## src/rtl/morse_tx_if.sv

```systemverilog
// morse_tx_if -- handshake and data bundle for the Morse transmitter.
//   start      : request a transmission (only honoured while idle)
//   stop       : synchronous abort, wins over start
//   pattern    : on/off units, bit length-1 goes out first
//   length     : number of valid units in pattern
//   repeat_en  : keep retransmitting the latched pattern
//   light      : registered Morse output (1 = lit)
//   busy       : transmission or trailing gap in progress
//   done       : one-cycle pulse when a non-repeating transmission ends
interface morse_tx_if #(
   parameter int MAX_UNITS = 16,
   parameter int LEN_W     = 5
);
   logic                 start;
   logic                 stop;
   logic [MAX_UNITS-1:0] pattern;
   logic [LEN_W-1:0]     length;
   logic                 repeat_en;
   logic                 light;
   logic                 busy;
   logic                 done;

   modport master (
      output start, stop, pattern, length, repeat_en,
      input  light, busy, done
   );

   modport slave (
      input  start, stop, pattern, length, repeat_en,
      output light, busy, done
   );
endinterface

```

## src/rtl/morse_tx.sv

```systemverilog
// morse_tx -- sends an on/off unit pattern as Morse light, MSB-of-length first,
// followed by a dark gap; optionally repeats the latched pattern forever.
//   clock  : single clock, rising edge
//   resetn : asynchronous active-low reset
//   bus    : morse_tx_if slave (start/stop/pattern/length/repeat_en in,
//            light/busy/done out)
//
// state | meaning
// IDLE  | waiting for start; light, busy low
// SEND  | shifting out pattern units, one per DIV_COUNT cycles
// GAP   | dark trailer of GAP_UNITS units, then repeat or finish
module morse_tx #(
   parameter int DIV_COUNT = 25000000,
   parameter int MAX_UNITS = 16,
   parameter int LEN_W     = 5,
   parameter int GAP_UNITS = 3
) (
   input  logic      clock,
   input  logic      resetn,
   morse_tx_if.slave bus
);
   localparam int DIV_W = (DIV_COUNT > 1) ? $clog2(DIV_COUNT) : 1;
   localparam int GAP_W = (GAP_UNITS > 0) ? $clog2(GAP_UNITS + 1) : 1;
   localparam int CNT_W = (LEN_W > GAP_W) ? LEN_W : GAP_W;
   localparam int IDX_W = (MAX_UNITS > 1) ? $clog2(MAX_UNITS) : 1;

   localparam logic [DIV_W-1:0] DIV_LOAD = DIV_W'(DIV_COUNT - 1);
   localparam logic [CNT_W-1:0] GAP_LOAD = CNT_W'(GAP_UNITS);

   typedef enum logic [1:0] {IDLE, SEND, GAP} state_t;

   state_t               state_q, state_d;
   logic                 light_q, light_d;
   logic                 busy_q, busy_d;
   logic                 done_q, done_d;
   logic [DIV_W-1:0]     div_q, div_d;
   // Remaining units in the current phase, including the one being sent.
   logic [CNT_W-1:0]     unit_q, unit_d;
   logic [MAX_UNITS-1:0] pat_q, pat_d;
   logic [LEN_W-1:0]     len_q, len_d;

   logic [LEN_W-1:0]     eff_len;
   logic [LEN_W-1:0]     tx_len;
   logic [MAX_UNITS-1:0] tx_pat;
   logic                 tx_go;
   logic                 gap_go;
   logic                 end_go;
   logic                 unit_end;

   always_ff @(posedge clock or negedge resetn) begin
      if (!resetn) begin
         state_q <= IDLE;
         light_q <= 1'b0;
         busy_q  <= 1'b0;
         done_q  <= 1'b0;
         div_q   <= '0;
         unit_q  <= '0;
         pat_q   <= '0;
         len_q   <= '0;
      end else begin
         state_q <= state_d;
         light_q <= light_d;
         busy_q  <= busy_d;
         done_q  <= done_d;
         div_q   <= div_d;
         unit_q  <= unit_d;
         pat_q   <= pat_d;
         len_q   <= len_d;
      end
   end

   // Transitions are resolved in order: the per-state step raises one of
   // tx_go/gap_go/end_go, and the later blocks chain them so that a skipped
   // gap or an immediate repeat still lands in the right state on one edge.
   always_comb begin
      state_d  = state_q;
      light_d  = light_q;
      busy_d   = busy_q;
      done_d   = 1'b0;
      div_d    = div_q;
      unit_d   = unit_q;
      pat_d    = pat_q;
      len_d    = len_q;
      tx_go    = 1'b0;
      gap_go   = 1'b0;
      end_go   = 1'b0;
      tx_pat   = pat_q;
      tx_len   = len_q;
      unit_end = (div_q == '0);
      eff_len  = (bus.length > LEN_W'(MAX_UNITS)) ? LEN_W'(MAX_UNITS) : bus.length;

      case (state_q)
         IDLE: begin
            if (bus.start) begin
               tx_go  = 1'b1;
               tx_pat = bus.pattern;
               tx_len = eff_len;
               pat_d  = bus.pattern;
               len_d  = eff_len;
            end
         end
         SEND: begin
            if (!unit_end) begin
               div_d = div_q - DIV_W'(1);
            end else if (unit_q == CNT_W'(1)) begin
               gap_go = 1'b1;
            end else begin
               unit_d  = unit_q - CNT_W'(1);
               div_d   = DIV_LOAD;
               light_d = pat_q[IDX_W'(unit_q - CNT_W'(2))];
            end
         end
         GAP: begin
            if (!unit_end) begin
               div_d = div_q - DIV_W'(1);
            end else if (unit_q == CNT_W'(1)) begin
               end_go = 1'b1;
            end else begin
               unit_d = unit_q - CNT_W'(1);
               div_d  = DIV_LOAD;
            end
         end
         default: state_d = IDLE;
      endcase

      if (gap_go) begin
         if (GAP_UNITS == 0) begin
            end_go = 1'b1;
         end else begin
            state_d = GAP;
            light_d = 1'b0;
            div_d   = DIV_LOAD;
            unit_d  = GAP_LOAD;
         end
      end

      // Repeats reuse the latched pattern; the ports are not looked at again.
      if (end_go) begin
         if (bus.repeat_en) begin
            tx_go = 1'b1;
         end else begin
            state_d = IDLE;
            light_d = 1'b0;
            busy_d  = 1'b0;
            done_d  = 1'b1;
         end
      end

      if (tx_go) begin
         div_d = DIV_LOAD;
         if (tx_len != '0) begin
            state_d = SEND;
            busy_d  = 1'b1;
            unit_d  = CNT_W'(tx_len);
            light_d = tx_pat[IDX_W'(tx_len - LEN_W'(1))];
         end else if (GAP_UNITS != 0) begin
            state_d = GAP;
            busy_d  = 1'b1;
            light_d = 1'b0;
            unit_d  = GAP_LOAD;
         end else begin
            // Empty pattern with no gap: nothing to send, finish at once.
            state_d = IDLE;
            busy_d  = 1'b0;
            light_d = 1'b0;
            done_d  = 1'b1;
         end
      end

      if (bus.stop) begin
         state_d = IDLE;
         light_d = 1'b0;
         busy_d  = 1'b0;
         done_d  = 1'b0;
         div_d   = '0;
         unit_d  = '0;
         pat_d   = pat_q;
         len_d   = len_q;
      end
   end

   assign bus.light = light_q;
   assign bus.busy  = busy_q;
   assign bus.done  = done_q;
endmodule

```

## src/flat_wrapper.sv

```systemverilog
// flat-port wrapper written by rule: the top's interface ports become plain ports
module morse_tx_flat 
#(
   parameter int DIV_COUNT = 25000000,
   parameter int MAX_UNITS = 16,
   parameter int LEN_W     = 5,
   parameter int GAP_UNITS = 3
)
  (clock, resetn, bus_start, bus_stop, bus_pattern, bus_length, bus_repeat_en, bus_light, bus_busy, bus_done);
  morse_tx_if #(.MAX_UNITS(MAX_UNITS), .LEN_W(LEN_W)) bus_i ();
  input  logic clock;
  input  logic resetn;
  input wire logic [$bits(bus_i.start)-1:0] bus_start;
  input wire logic [$bits(bus_i.stop)-1:0] bus_stop;
  input wire logic [$bits(bus_i.pattern)-1:0] bus_pattern;
  input wire logic [$bits(bus_i.length)-1:0] bus_length;
  input wire logic [$bits(bus_i.repeat_en)-1:0] bus_repeat_en;
  output wire logic [$bits(bus_i.light)-1:0] bus_light;
  output wire logic [$bits(bus_i.busy)-1:0] bus_busy;
  output wire logic [$bits(bus_i.done)-1:0] bus_done;
  assign bus_i.start = bus_start;
  assign bus_i.stop = bus_stop;
  assign bus_i.pattern = bus_pattern;
  assign bus_i.length = bus_length;
  assign bus_i.repeat_en = bus_repeat_en;
  assign bus_light = bus_i.light;
  assign bus_busy = bus_i.busy;
  assign bus_done = bus_i.done;
  morse_tx #(.DIV_COUNT(DIV_COUNT), .MAX_UNITS(MAX_UNITS), .LEN_W(LEN_W), .GAP_UNITS(GAP_UNITS)) u_core (.clock(clock), .resetn(resetn), .bus(bus_i));
endmodule
```

## config.mk

```make
export PLATFORM = sky130hd
export DESIGN_NAME = morse_tx_flat
export DESIGN_NICKNAME = d
export VERILOG_FILES = /design/src/rtl/morse_tx_if.sv /design/src/rtl/morse_tx.sv /design/src/flat_wrapper.sv
export SDC_FILE = /design/constraint.sdc
export NUM_CORES = 1
export LEC_CHECK = 0
export ABC_AREA = 1
export CAP_MARGIN = 20
export CORE_MARGIN = 4
export CORE_UTILIZATION = 37
export CTS_CLUSTER_SIZE = 14
export DETAILED_ROUTE_END_ITERATION = 8
export DONT_BUFFER_PORTS = 1
export PLACE_DENSITY_LB_ADDON = 0.05
export SETUP_SLACK_MARGIN = 0.4
export SLEW_MARGIN = 20
export SYNTH_ARGS = -nofsm -noshare
export SYNTH_HDL_FRONTEND = slang
export SYNTH_SLANG_ARGS = --single-unit
```

## constraint.sdc

```tcl
create_clock -name clock -period 2.9 [get_ports clock]
set_input_delay 0.58 -clock clock [delete_from_list [all_inputs] [get_ports clock]]
set_output_delay 0.58 -clock clock [all_outputs]
set_load 0.05 [all_outputs]
```

==> metrics.csv <==
metric;value;unit
status;finished, final reports clean;
period utilisation layout;80.4;%
1st-iter DRT viols;215;
H-tree Lvls;2;
die area;0.0128;mm^2
HPWL Detailed;8.26;mm
post-synthesis cell count;577;
Worst EP arrival;2600;ps
Fmax;429;MHz
CTS tree;built;
routability cong.;0.894;
area leader, netlist;dfrtp_1;
Main synth FF type;dfrtp_1;
WHS;85.5;ps
Synth area leaders;dfrtp_1, nand2_1, nand3_1;
Synth top area share;34.3;%
Filler cells;1159;
Final Routed Wirelength;11.6;mm
crit path cell chain;inv_1 -> ha_4 -> nand2_2 -> buf_4 -> inv_1 -> buf_6 -> o21ai_0 -> nand2_1 -> nand3_1 -> nand3_1 -> nand3_1 -> nand3_1 -> a21oi_1;
Initial Util;37.7;%
synth cell count leaders;nand2_1, nor2_1, dfrtp_1, nand3_1, o21ai_0;
critical-path maximum fanout;20;
highest-delay cell along the critical path;o21ai_0;
worst r2r src;u_core.state_q[1]$_DFF_PN0_;
unrepaired setup endpoints after global routing;no;
Routed wire per std cell;16.2;um
total CTS buffers;5;
slew margin rel.;38.4;%
die width;113;um
Sink Count;56;
YS warnings;0;
Synth cell types;35;
Period minus WS final;2330;ps
total of max-cap violations;0;
Post-synth EDFFs;0;
Mapped Nets;612;
Hold Path Class;in -> async;
worst setup path class;reg -> reg;
FFs w/ async S/R, synth;100;%
share of layout cells above drive strength 1;12.3;%
met1 wire length;5.05;mm
crit path capture type;flip-flop;
drt pass-1 iters;4;
register clock-pin slew on the reported worst setup and hold paths;110;ps
Die Y;113;um
DRT antenna net count;0;
met3 wire length;381;um
Setup crit start;u_core.state_q[1]$_DFF_PN0_;
max-slew violations;0;
layout net count;612;
Yosys reg bits;56;
sequential element share of the synthesized area;34.3;%
# IOs;29;
Max VDD drop;0.328;mV
all-layer global routing usage;18.4;%
Port Buffers;0;
crit-path most repeated cell;nand3_1;
number of global-route vias before repair;3707;
worst skew pair latency;340;ps
Layout area overhead;9.06;%
first-pass GRT wire length;18.8;mm
vias per cell;5.14;
Final setup viols;0;
Slew @ Worst Pin;923;ps
Finished Core Util;41.1;%
Mean Syn Cell Area;7.08;um^2
WP data required;3160;ps
P_leak;2.14;nW
Hold Vio Cnt, Final;0;
Placeable Area;0.0108;mm^2
DR vias;3689;
top-count cell post-synth;nand2_1;
initial antenna violation count;0;
maximum clock insertion buffer count;2;
gr ovfl total;0;
Highest Signal Layer;met4;
DRC;0;
setup TNS;0;ps
routed wl met2;5.89;mm
crit path launch type;flip-flop;
worst-case clock skew;11.3;ps
ant diodes;0;
num rows;38;
cell area after synthesis;0.00409;mm^2
Max stage delay on crit path;390;ps
largest net degree at the start of global routing;57;
pwr dens;859;mW/mm^2
clk root buf;clkbuf_8;
## final cells by class
type,count,area [um^2],share of cell area (%)
clock buffer,6,72.6,1.63
clock inverter,2,35.0,0.786
inverter,44,173,3.87
multi-input combinational,457,2470,55.3
sequential,56,1400,31.5
tap,140,175,3.93
timing repair buffer,13,134,3.00
## layer usage
metal	global-route usage, %	vias to the layer above
met2	32.4	80
met5	0	-
met4	7.05	0
li1	-	1872
met1	22.6	1715
met3	2.83	22
## layout by cell type, fill, tap and decap left out, types with 2 or more instances in the layout
master / instances
nand2_1: 177
xnor2_1: 17
inv_1: 41
nor2_8: 3
nand2_2: 4
nand3_2: 2
nor2_4: 3
clkbuf_8: 5
buf_4: 10
o21ai_0: 47
nor3_1: 7
o21ai_1: 6
nand4_1: 8
a21oi_1: 13
nand2_4: 8
ha_1: 6
nand3b_1: 2
o21ai_2: 15
dfrtp_1: 55
a31oi_1: 6
nor2_1: 65
nand4_4: 2
nand2_8: 2
ha_4: 2
nand3_1: 49
clkinvlp_4: 2
xor2_1: 5
## state kept, by name, indices dropped and copies added, names as in the netlist
register	flops
u_core.bus.done	1
u_core.unit_q	5
u_core.bus.busy	1
u_core.len_q	5
u_core.div_q	25
u_core.state_q	2
u_core.pat_q	16
u_core.bus.light	1
## critical path, delay by kind of cell (launching register included)
kind / cells / cell delay [ps]
AOI/OAI and AO/OA: 2 / 530
buffers and inverters: 4 / 620
DFF: 1 / 370
adders and majority gates: 1 / 190
and+or+nand+nor: 6 / 530
## report_power, final
| part | internal [mW] | total, mW | switching [mW] |
|---|---|---|---|
| Combinational | 0.761 | 2.04 | 1.28 |
| Clock | 0.257 | 0.548 | 0.290 |
| Sequential | 0.988 | 1.24 | 0.253 |
## final timing paths
kind	end	slack, ps	cells past startpoint
max	u_core.bus.light$_DFF_PN0_	570	13
min reg2reg	u_core.len_q[4]$_DFFE_PN0N_	500	2
min	u_core.div_q[9]$_DFFE_PN0P_	90	1
min in group clock	u_core.bus.done$_DFF_PN0_	290	1
max reg2reg	u_core.bus.light$_DFF_PN0_	570	13
max in group asynchronous	u_core.div_q[1]$_DFFE_PN0P_	2540	1
## stage by stage
stage	instance area, um^2	std cells	setup WS, ps	power, mW
6_report	4460	718	569	3.83
5_1_grt	4460	718	400	4.19
4_1_cts	4360	715	413	3.80
3_5_place_dp	4220	706	326	3.21
3_3_place_gp	4220	706	437	3.20
2_1_floorplan	4090	577	594	2.78
## cells by family (layout without fill, tap and decap cells)
kind of cell / Yosys count / after routing / synth area share, %
adder cells (fa/ha/maj): 9 / 9 / 2.75
AND/OR/NAND/NOR: 336 / 337 / 38.3
buffers and inverters: 65 / 65 / 7.22
flip-flops: 56 / 56 / 34.3
AO/OA/AOI/OAI: 89 / 89 / 12.8
XOR/XNOR: 22 / 22 / 4.71
## timing repair
action / CTS / global route
endpoints found under the hold margin: 56 / 0
hold buffers: 1 / 0
gates cloned: 0 / 1
setup buffers: 0 / 2
pin swaps: 0 / 3
endpoints found under the setup margin: 5 / 33
resized for setup: 2 / 14
Power figures use the tool's default switching activity.
